## config.mk

```make
export PLATFORM = sky130hd
export DESIGN_NAME = tdc_run_controller
export DESIGN_NICKNAME = d
export VERILOG_FILES = /design/src/rtl/tdc_run_controller.sv
export SDC_FILE = /design/constraint.sdc
export NUM_CORES = 1
export LEC_CHECK = 0
export CAP_MARGIN = 10
export CELL_PAD_IN_SITES_DETAIL_PLACEMENT = 1
export CELL_PAD_IN_SITES_GLOBAL_PLACEMENT = 1
export CORE_MARGIN = 2
export CORE_UTILIZATION = 50
export CTS_BUF_LIST = sky130_fd_sc_hd__clkbuf_2 sky130_fd_sc_hd__clkbuf_4 sky130_fd_sc_hd__clkbuf_8
export DETAILED_ROUTE_END_ITERATION = 8
export PLACE_DENSITY = 0.83
export SLEW_MARGIN = 10
export SYNTH_ARGS = -nofsm -noshare
export SYNTH_HDL_FRONTEND = slang
export SYNTH_SLANG_ARGS = --single-unit
```

## constraint.sdc

```tcl
create_clock -name clock -period 2.35 [get_ports clock]
set_input_delay 0.47 -clock clock [delete_from_list [all_inputs] [get_ports clock]]
set_output_delay 0.47 -clock clock [all_outputs]
set_load 0.05 [all_outputs]
```

## src/rtl/tdc_run_controller.sv

```systemverilog
`default_nettype none
// ============================================================================
//  Module   : tdc_run_controller
//  Purpose  : Stopwatch run/stop/lap/clear sequencer. Conditions three raw
//             push-buttons (sync, debounce, rising-edge detect), runs the
//             IDLE/RUN/PAUSE/LAP state machine and generates the counter
//             tick, counter clear and display-freeze controls.
//  Revision : 1.0 - initial release
// ============================================================================
module tdc_run_controller #(
  parameter int DIV       = 50000000,
  parameter int DIV_W     = 26,
  parameter int DB_CYCLES = 1000000,
  parameter int DB_W      = 20
) (
  input  logic       clock,
  input  logic       reset,
  input  logic       btn_startstop,
  input  logic       btn_lap,
  input  logic       btn_clear,
  output logic       count_en,
  output logic       count_clr,
  output logic       latch_display,
  output logic [1:0] state,
  output logic       running
);

  typedef enum logic [1:0] {
    S_IDLE  = 2'b00,
    S_RUN   = 2'b01,
    S_PAUSE = 2'b10,
    S_LAP   = 2'b11
  } state_t;

  localparam logic [DB_W-1:0]  C_DB_LAST  = DB_W'(DB_CYCLES - 1);
  localparam logic [DIV_W-1:0] C_DIV_LAST = DIV_W'(DIV - 1);

  // Button index: 0 = start/stop, 1 = lap, 2 = clear
  logic [2:0] w_raw;
  logic [2:0] w_press;

  assign w_raw = {btn_clear, btn_lap, btn_startstop};

  for (genvar gi = 0; gi < 3; gi++) begin : g_btn
    logic            r_s1;
    logic            r_s2;
    logic            r_lvl;
    logic            r_prev;
    logic            r_press;
    logic [DB_W-1:0] r_cnt;

    // Synchronise, debounce and register a one-cycle pulse on each accepted rising level
    always_ff @(posedge clock) begin
      if (!reset) begin
        r_s1    <= 1'b0;
        r_s2    <= 1'b0;
        r_lvl   <= 1'b0;
        r_prev  <= 1'b0;
        r_press <= 1'b0;
        r_cnt   <= '0;
      end else begin
        r_s1    <= w_raw[gi];
        r_s2    <= r_s1;
        r_prev  <= r_lvl;
        r_press <= r_lvl & ~r_prev;
        if (r_s2 != r_lvl) begin
          if (r_cnt == C_DB_LAST) begin
            r_lvl <= r_s2;
            r_cnt <= '0;
          end else begin
            r_cnt <= r_cnt + 1'b1;
          end
        end else begin
          r_cnt <= '0;
        end
      end
    end

    assign w_press[gi] = r_press;
  end

  state_t           r_state;
  state_t           w_next;
  logic             w_clr_go;
  logic             r_clr;
  logic             r_latch;
  logic             w_running;
  logic [DIV_W-1:0] r_presc;

  assign w_running = (r_state == S_RUN) || (r_state == S_LAP);

  // Next-state decode: within a state only the highest-priority legal event acts
  always_comb begin
    w_next   = r_state;
    w_clr_go = 1'b0;
    case (r_state)
      S_IDLE: begin
        if (w_press[2]) begin
          w_next   = S_IDLE;
          w_clr_go = 1'b1;
        end else if (w_press[0]) begin
          w_next = S_RUN;
        end
      end
      S_RUN: begin
        if (w_press[0])      w_next = S_PAUSE;
        else if (w_press[1]) w_next = S_LAP;
      end
      S_LAP: begin
        if (w_press[0])      w_next = S_PAUSE;
        else if (w_press[1]) w_next = S_RUN;
      end
      S_PAUSE: begin
        if (w_press[2]) begin
          w_next   = S_IDLE;
          w_clr_go = 1'b1;
        end else if (w_press[0]) begin
          w_next = S_RUN;
        end
      end
      default: w_next = S_IDLE;
    endcase
  end

  // State register plus registered clear pulse and display-freeze level
  always_ff @(posedge clock) begin
    if (!reset) begin
      r_state <= S_IDLE;
      r_clr   <= 1'b0;
      r_latch <= 1'b0;
    end else begin
      r_state <= w_next;
      r_clr   <= w_clr_go;
      r_latch <= (w_next == S_LAP);
    end
  end

  // Prescaler: wraps while running, holds in PAUSE so a resume keeps the partial second
  always_ff @(posedge clock) begin
    if (!reset || (r_state == S_IDLE)) begin
      r_presc <= '0;
    end else if (w_running) begin
      if (r_presc == C_DIV_LAST) r_presc <= '0;
      else                       r_presc <= r_presc + 1'b1;
    end
  end

  assign count_en      = w_running && (r_presc == C_DIV_LAST);
  assign count_clr     = r_clr;
  assign latch_display = r_latch;
  assign state         = r_state;
  assign running       = w_running;

endmodule
`default_nettype wire

```

==> results of run 1 <==
-- cell families (layout without fill, tap and decap cells) --
kind of cell | Yosys count | in the layout | synth area share (%)
flops | 105 | 105 | 45.4
fa+ha+maj | 5 | 5 | 1.35
mux | 1 | 1 | 0.216
simple gates | 248 | 248 | 30.1
xor+xnor | 54 | 54 | 10.2
compound gates | 72 | 72 | 9.27
buf+inv | 35 | 57 | 3.41
-- synth_stat cells (all sizes together), types with 17 or more instances --
cell / count / share of area (%)
nor2: 64 / 5.7
nand3: 29 / 3.1
o21ai: 18 / 1.9
xor2: 24 / 4.5
nand4: 24 / 3.4
a21oi: 33 / 3.6
or4: 21 / 3.6
xnor2: 30 / 5.7
or3: 17 / 2.3
nand2: 25 / 2.0
inv: 19 / 1.5
dfxtp: 105 / 45
-- worst register-to-register path: stages (launching register included) --
cell	delay, ps
dfxtp_1	380
or4_1	540
or4_1	600
o211ai_1	260
buf_4	220
nor2_1	70
-- layout make-up --
| class | count | area (sq um) | share of cell area, % |
|---|---|---|---|
| multi-input cells | 380 | 2390 | 46.5 |
| repair buffers | 22 | 213 | 4.13 |
| inverters | 19 | 71.3 | 1.39 |
| clock inverters | 7 | 101 | 1.97 |
| flip-flops and latches | 105 | 2100 | 40.9 |
| well taps | 111 | 139 | 2.70 |
| clock buffers | 9 | 124 | 2.41 |
-- metrics by stage --
step	setup WS, ps	total power [mW]	util, %
floorplan	63.5	1.85	-
global placement	265	1.86	53.8
detailed placement	213	1.87	53.8
CTS	38.2	3.12	56.4
global route	5.44	3.20	56.5
finish	91.4	3.09	56.5
-- metal layers --
metal  vias up  routed length (microns)  global-route usage, %
met2        30                     5910                   43.0
met4         0                      124                   6.64
met5         -                        0                      0
met1      1899                     4630                   26.5
met3        15                      175                   3.76
li1       1887                        -                      -
-- state kept, by name, summed over array words and instances (netlist names) --
signal / count
g_btn.r_press: 3
g_btn.r_cnt: 60
g_btn.r_prev: 3
g_btn.r_s2: 3
state: 2
r_presc: 26
g_btn.r_lvl: 3
g_btn.r_s1: 3
latch_display: 1
count_clr: 1
-- repair_timing --
action | in CTS | in global routing
gates resized for setup | 3 | 3
setup buffers | 0 | 1
endpoints found under the setup margin | 3 | 1
pin swaps | 1 | 1
-- power breakdown --
group          internal, mW  switching [mW]  leakage, nW  total (mW)
clock                 0.612           0.655        0.112        1.27
combinational        0.0159          0.0210        0.613      0.0368
sequential             1.78         0.00396        0.848        1.79
-- cells in the final DEF (no fill, tap or decap), types with 2 or more instances in the layout --
master and instances:
and4_1 7, and3_1 8, bufinv_16 2, o211ai_1 2, clkbuf_8 9, or3_1 17, buf_4 11, nor2_1 54
nand4_1 23, nor2b_1 6, dfxtp_1 103, nand3_1 28, o21ai_0 18, nand2_1 25, nor2_2 10, o21a_1 2
buf_12 2, nor4_1 9, and2_1 11, xor2_1 24, or3b_2 2, o31ai_1 13, and4_2 2, nor3_1 12
a21oi_1 33, or4b_1 2, or4_1 19, ha_1 5, inv_1 19, clkdlybuf4s50_1 9, or4b_2 2, dfxtp_2 2
or2_2 2, or4_4 2, xnor2_1 30
-- worst max path at each step --
stage,end,from,cells past startpoint,slack (ps)
2_1_floorplan,count_en,state[0]$_SDFF_PN0_,3,60
4_1_cts,count_en,r_presc[12]$_SDFFE_PP0P_,4,40
3_5_place_dp,g_btn[1].r_cnt[2]$_SDFF_PP0_,g_btn[1].r_cnt[12]$_SDFF_PP0_,5,210
6_report,running,state[0]$_SDFF_PN0_,2,90
5_1_grt,count_en,state[0]$_SDFF_PN0_,5,5
3_3_place_gp,g_btn[0].r_cnt[5]$_SDFF_PP0_,g_btn[0].r_cnt[11]$_SDFF_PP0_,5,260
==> results.cfg, run 1 <==
[logic_synthesis]
syn_nets = 530
ys_types = 41
synth-async-reset-ratio_pct = 0
syn_inst = 520
synth_seq_area_share_pct = 45.4
ys_warn_count = 0
synth-edff-count = 0
post_synth.cell_area_avg_sq_um = 8.90
ys_seq_elements = 105
syn_area_sq_mm = 0.00463
synthFlopType = dfxtp_1

[setup_path]
rr_worst_depth = 5
crit_type = register to output port
cp_top_family = buffers and inverters
cp_cell_sequence = buf_4, clkdlybuf4s50_1
slowest_stage = clkdlybuf4s50_1
critPathLaunchType = register
cp-end-kind = output port
ff2ff_setup_slack_ps = 180
cp_num_buf_inv = 2
r2r_end = g_btn[2].r_cnt[10]$_SDFF_PP0_
reg2reg_from = g_btn[2].r_cnt[13]$_SDFF_PP0_
worstPathRequired_ps = 1880
max_stage_delay_ps = 810
worstPathMaxFanout = 9
arrival_ps = 1790

[clocking]
cts_tree = done
cts.sinks = 105
cts_made_buffers = 9
cts_max_path_buffers = 2
cts_hold_buffers = 0
cts-htree-levels = 3
clockRootBuffer = clkbuf_8
cts.clk_slew.worst_paths_ps = 100
clk_latency_ps = 370

[final_layout]
fin_area_sq_mm = 0.00515
area_growth_pct = 11.2
layout.nets = 547
drive_gt1_share_pct = 10.5
stdcell_count = 653
fillers = 1062
antennaDiodeCount = 0

[grt]
antenna_found_initial = 0
grt_pass1_wl_mm = 18.7
grt.total_usage_pct = 22.9
grt_overflow = 0
grt_max_degree = 26
grt_pass1_vias = 3977

[power]
powerDensity_mw_per_mm2 = 601
ir_worst_vdd_mv = 0.379
leakagePower_nw = 1.57

[floorplanning]
die_x_microns = 100
io_pins = 11
die_h_microns = 100
die_area_sq_mm = 0.0100
rows = 35
start_util_pct = 50.8
coreArea_sq_mm = 0.00911

[routing]
drt-pass1-iter-count = 4
dr_total_vias = 3831
vias_per_cell = 5.87
ant_nets = 0
drtIter0Drc = 102
drc_errors = 0
drt_wl_total_mm = 10.8
routedWlPerCell_microns = 16.6

[timing]
fin_tns_setup_ps = 0
rsz0062_at_grt = false
setup_viol = 0
finalHoldViolCount = 0
slew_headroom_pct = 63.9
worstMarginPinSlew_ps = 537
final.period_utilization_pct = 96.1
worst_clock_skew_ps = 12.5
finalCriticalPeriod_ps = 2260
fmax_mhz = 443
drv_slew = 0
hold_slack_ps = 398

[status]
status = finished, final reports clean

[worst_hold_path]
whs_path_depth = 1
min_from = g_btn[0].r_prev$_SDFF_PN0_
hold_class = register to register
whs_endpoint = g_btn[0].r_press$_SDFF_PN0_

[place]
place_area_sq_mm = 0.00490
portBuffers = 10
placed_cells = 636
gp_congestion = 0.847
hpwl_mm = 7.33

[flow_run]
maxCapViolCount = 0
(Power assumes the default switching activity.)
==> run 2: changes to the inputs <==
--- a/config.mk
+++ b/config.mk
@@ -8,7 +8,6 @@
 export CAP_MARGIN = 10
 export CELL_PAD_IN_SITES_DETAIL_PLACEMENT = 1
 export CELL_PAD_IN_SITES_GLOBAL_PLACEMENT = 1
-export CORE_MARGIN = 2
 export CORE_UTILIZATION = 50
 export CTS_BUF_LIST = sky130_fd_sc_hd__clkbuf_2 sky130_fd_sc_hd__clkbuf_4 sky130_fd_sc_hd__clkbuf_8
 export DETAILED_ROUTE_END_ITERATION = 8
==> run 2 against run 1 <==
Compared with the run above:
- clock power down 17%
- power down 6.9%
- combinational power up 5%
- non-clock buffer count down 1
- sequential share of layout area up 0.55 points
- via count down 2.2%
- clock skew down 2.7 ps
- final cell count down 0.61%
- utilization up 0.86 points
- largest power group unchanged
- fmax up 2.2%
- first-iteration DRC count down 4.9%
==> results.cfg, run 2 (synthesis gave the netlist of run 1 again) <==
[floorplanning]
coreArea_sq_mm = 0.00885
start_util_pct = 52.3
rows = 34
die_x_microns = 98.2
die_area_sq_mm = 0.00965
die_h_microns = 98.2
io_pins = 11

[final_layout]
fillers = 1056
regMostFlops = g_btn.r_cnt
area_growth_pct = 9.62
layout.nets = 546
reg_top3 = g_btn.r_cnt (60), r_presc (26)
antennaDiodeCount = 0
final_cell_mix = dfxtp_1, nor2_1, a21oi_1
stdcell_count = 649
drive_gt1_share_pct = 9.61
largest_reg_flops = 60
mostFrequentLayoutCell = dfxtp_1

[routing]
dr_total_vias = 3748
ant_nets = 0
drtIter0Drc = 97
drt_wl_total_mm = 9.99
vias_per_cell = 5.78
drt-pass1-iter-count = 6
drc_errors = 0
routedWlPerCell_microns = 15.4

[timing]
setup_viol = 0
finalCriticalPeriod_ps = 2210
fin_tns_setup_ps = 0
final.period_utilization_pct = 94.0
fmax_mhz = 453
worst_clock_skew_ps = 9.73
slew_headroom_pct = 63.0
worstMarginPinSlew_ps = 549
finalHoldViolCount = 0
rsz0062_at_grt = false
drv_slew = 0

[place]
placed_cells = 633
hpwl_mm = 7.02
portBuffers = 10
gp_congestion = 0.770

[setup_path]
max_stage_delay_ps = 430
cp_num_buf_inv = 1
critPathLaunchType = register
path_depth = 4
arrival_ps = 1740
crit_type = register to output port
worstPathRequired_ps = 1880
worstPathMaxFanout = 5
cp-end-kind = output port
slowest_stage = dfxtp_1
cp_top_family = simple AND/OR/NAND/NOR gates
cp_cell_sequence = and4_1, nand3_1, nor3_2, buf_12
rr_worst_depth = 5

[clocking]
clk_latency_ps = 360
postCtsSetupBuffers = 0
cts_made_buffers = 9
cts.sinks = 105
cts_tree = done
cts_max_path_buffers = 2
cts.clk_slew.worst_paths_ps = 100
cts-htree-levels = 3
clockRootBuffer = clkbuf_8

[power]
ir_worst_vdd_mv = 0.282
powerDensity_mw_per_mm2 = 567
leakagePower_nw = 1.54

[worst_hold_path]
hold_class = register to register
whs_path_depth = 1

[flow_run]
maxCapViolCount = 0

[grt]
grt_pass1_wl_mm = 17.6
antenna_found_initial = 0
grt_pass1_vias = 3927
grt_max_degree = 26
grt_overflow = 0
grt.total_usage_pct = 22.2

[status]
status = finished, final reports clean
[run 2: worst register-to-register path, delay by kind of cell (launching register included)]
family                 cells  cell delay [ps]
AO/OA/AOI/OAI              1              190
buffers and inverters      1              270
flip-flops                 1              370
AND/OR/NAND/NOR            3             1210
[run 2: through the flow]
| stage | util (%) | hold slack, ps | worst slack, ps | total power, mW | cell area, sq um |
|---|---|---|---|---|---|
| 2_1_floorplan | - | 367 | 63.5 | 1.85 | 4630 |
| 3_3_place_gp | 55.3 | 372 | 278 | 1.87 | 4890 |
| 3_5_place_dp | 55.3 | 379 | 208 | 1.87 | 4890 |
| 4_1_cts | 57.3 | 393 | 26.5 | 2.91 | 5070 |
| 5_1_grt | 57.4 | 428 | 13.4 | 2.98 | 5070 |
| 6_report | 57.4 | 389 | 141 | 2.88 | 5070 |
[run 2: where the power goes]
part / total, mW / switching [mW] / internal [mW]
Clock: 1.05 / 0.618 / 0.433
Combinational: 0.0387 / 0.0208 / 0.0179
Sequential: 1.79 / 0.00387 / 1.78
[run 2: what timing repair did]
| item | CTS | global route |
|---|---|---|
| resized for setup | 2 | 1 |
| hold buffers | 0 | 0 |
| gates cloned | 0 | 0 |
| setup endpoints to repair | 2 | 1 |
[run 2: area by class of cell]
class / count / area, sq um / area share (%)
Multi-Input combinational cell: 380 / 2380 / 46.9
Sequential cell: 105 / 2100 / 41.4
Timing Repair Buffer: 21 / 203 / 3.99
Clock buffer: 11 / 145 / 2.86
Tap cell: 108 / 135 / 2.66
Inverter: 19 / 71.3 / 1.41
Clock inverter: 5 / 37.5 / 0.740
[run 2: metal layers]
metal / track usage, % / routed length (microns)
met3: 4.15 / 164
met4: 6.66 / 121
met1: 26.2 / 4640
met2: 40.6 / 5060
met5: 0 / 0
[run 2: worst paths after layout]
kind / endpoint / from / slack (ps)
setup / recovery: count_en / r_presc[2]$_SDFFE_PP0P_ / 140
hold / removal: g_btn[0].r_press$_SDFF_PN0_ / g_btn[0].r_prev$_SDFF_PN0_ / 390
setup reg to reg: g_btn[0].r_cnt[2]$_SDFF_PP0_ / g_btn[0].r_cnt[11]$_SDFF_PP0_ / 210
hold reg to reg: g_btn[0].r_press$_SDFF_PN0_ / g_btn[0].r_prev$_SDFF_PN0_ / 390
==> run 3: changes to the inputs <==
--- a/config.mk
+++ b/config.mk
@@ -11,6 +11,7 @@
 export CORE_UTILIZATION = 50
 export CTS_BUF_LIST = sky130_fd_sc_hd__clkbuf_2 sky130_fd_sc_hd__clkbuf_4 sky130_fd_sc_hd__clkbuf_8
 export DETAILED_ROUTE_END_ITERATION = 8
+export GPL_ROUTABILITY_DRIVEN = 0
 export PLACE_DENSITY = 0.83
 export SLEW_MARGIN = 10
 export SYNTH_ARGS = -nofsm -noshare
==> results of run 3 <==
No change in the layout: final DEF, timing and power equal those of run 2.
==> RTL change, RTL diff (settings of run 1) <==
The parameter `DB_W` goes from 20 to 10.
--- a/src/rtl/tdc_run_controller.sv
+++ b/src/rtl/tdc_run_controller.sv
@@ -12,5 +12,5 @@
   parameter int DIV_W     = 26,
   parameter int DB_CYCLES = 1000000,
-  parameter int DB_W      = 20
+  parameter int DB_W      = 10
 ) (
   input  logic       clock,
Function: same outputs for any inputs over 10 cycles, from zero or initial values and one cycle with reset low; that may be too few to reach the edited logic, so the function may still have changed.
==> RTL change against run 1 <==
- wire length shrank 39%
- cell count is 34% lower
- worst setup slack improved by 0.064 ns
- sequential cell count down 30
- final area down 30%
- sequential share of layout area up 1.1 points
- global-route usage decreased by 2.1 points
- synthesized area is 32% lower
- total power down 17%
- non-clock buffer count down 9
- critical endpoint is now count_en
==> RTL change: results (changes against run 1) <==
<table>
<tr><th>Metric</th><th>Value</th></tr>
<tr><th colspan="2">Finish</th></tr>
<tr><td>Count of nets after finishing</td><td>359 (-34%)</td></tr>
<tr><td>Fraction of final layout cells with drive strength greater than 1</td><td>11.58% (+1.1 points)</td></tr>
<tr><td>Layout fillers</td><td>715 (-33%)</td></tr>
<tr><th colspan="2">Synth</th></tr>
<tr><td>Post-synthesis adder-cell area fraction</td><td>1.983% (+0.63 points)</td></tr>
<tr><td>Multiplexer share of the synthesized area</td><td>0.9516% (+0.74 points)</td></tr>
<tr><td>Distinct cell type count of the synthesized netlist</td><td>39 (-4.9%)</td></tr>
<tr><td>Largest cells by area after synthesis</td><td>sky130_fd_sc_hd__dfxtp_1, sky130_fd_sc_hd__xor2_1, sky130_fd_sc_hd__nor2_1</td></tr>
<tr><td>Complex-gate fraction of the synthesized area</td><td>1.427% (-7.8 points)</td></tr>
<tr><td>Most frequent cells after synthesis</td><td>sky130_fd_sc_hd__dfxtp_1, sky130_fd_sc_hd__nor2_1, sky130_fd_sc_hd__xor2_1</td></tr>
<tr><td>Post-synthesis share of cell area spent on xor and xnor gates</td><td>14.43% (+4.2 points)</td></tr>
<tr><th colspan="2">Status</th></tr>
<tr><td>Outcome</td><td>finished, final reports clean</td></tr>
<tr><th colspan="2">Global route</th></tr>
<tr><td>Met1 Usage GRT</td><td>24.74% (-1.7 points)</td></tr>
<tr><td>Total routing usage reported by global routing</td><td>20.80% (-2.1 points)</td></tr>
<tr><td>Maximum number of pins on one net before global-route repair</td><td>20 (-23%)</td></tr>
<tr><td>Met2 Resource Use GR</td><td>36.88% (-6.1 points)</td></tr>
<tr><td>Via count of the first global-routing pass</td><td>2498 (-37%)</td></tr>
<tr><th colspan="2">Clocking</th></tr>
<tr><td>Gates resized, CTS repair</td><td>0 (-3)</td></tr>
<tr><td>Clock latency of the later-clocked register in the worst-skew pair</td><td>0.35 ns (-0.02 ns)</td></tr>
<tr><th colspan="2">Placed design</th></tr>
<tr><td>Placer congestion estimate</td><td>0.7881 (-6.9%)</td></tr>
<tr><td>Total placed instance area</td><td>3319 um2 (-32%)</td></tr>
<tr><th colspan="2">Setup path</th></tr>
<tr><td>Critical-path top delay cell</td><td>sky130_fd_sc_hd__dfxtp_1</td></tr>
<tr><td>Delay contributed by the slowest stage of the critical path</td><td>0.60 ns (-0.21 ns)</td></tr>
<tr><td>Maximum net fanout on the critical path</td><td>11 (+2)</td></tr>
<tr><th colspan="2">Power and ir drop</th></tr>
<tr><td>Power density over the cells</td><td>716.8 nW/um2 (+19%)</td></tr>
<tr><th colspan="2">Detailed routing</th></tr>
<tr><td>Number of vias per cell after detailed routing</td><td>5.371 (-8.5%)</td></tr>
<tr><td>Met3 wire length</td><td>150 um (-14%)</td></tr>
</table>
RTL change: final timing paths:
| kind | endpoint | slack [ns] | cells past startpoint | start |
|---|---|---|---|---|
| max | count_en | 0.16 | 5 | state[0] |
| min | g_btn[2].r_press | 0.39 | 1 | g_btn[2].r_prev |
| max reg2reg | r_presc[21] | 0.48 | 5 | state[0] |
| min reg2reg | g_btn[2].r_press | 0.39 | 1 | g_btn[2].r_prev |
RTL change: layout make-up:
| class | count | area, um2 | share of cell area (%) |
|---|---|---|---|
| inverters | 4 | 15.01 | 0.4196 |
| repair buffers | 13 | 127.6 | 3.566 |
| multi-input cells | 246 | 1583 | 44.23 |
| well taps | 75 | 93.84 | 2.622 |
| clock buffers | 10 | 137.6 | 3.846 |
| clock inverters | 6 | 118.9 | 3.322 |
| flip-flops and latches | 75 | 1503 | 41.99 |
RTL change: worst max-delay path, delay by kind of cell, from the launching register on:
kind,cells,cell delay (ns)
flip-flops,1,0.60
AND/OR/NAND/NOR,3,0.48
buffers and inverters,2,0.30
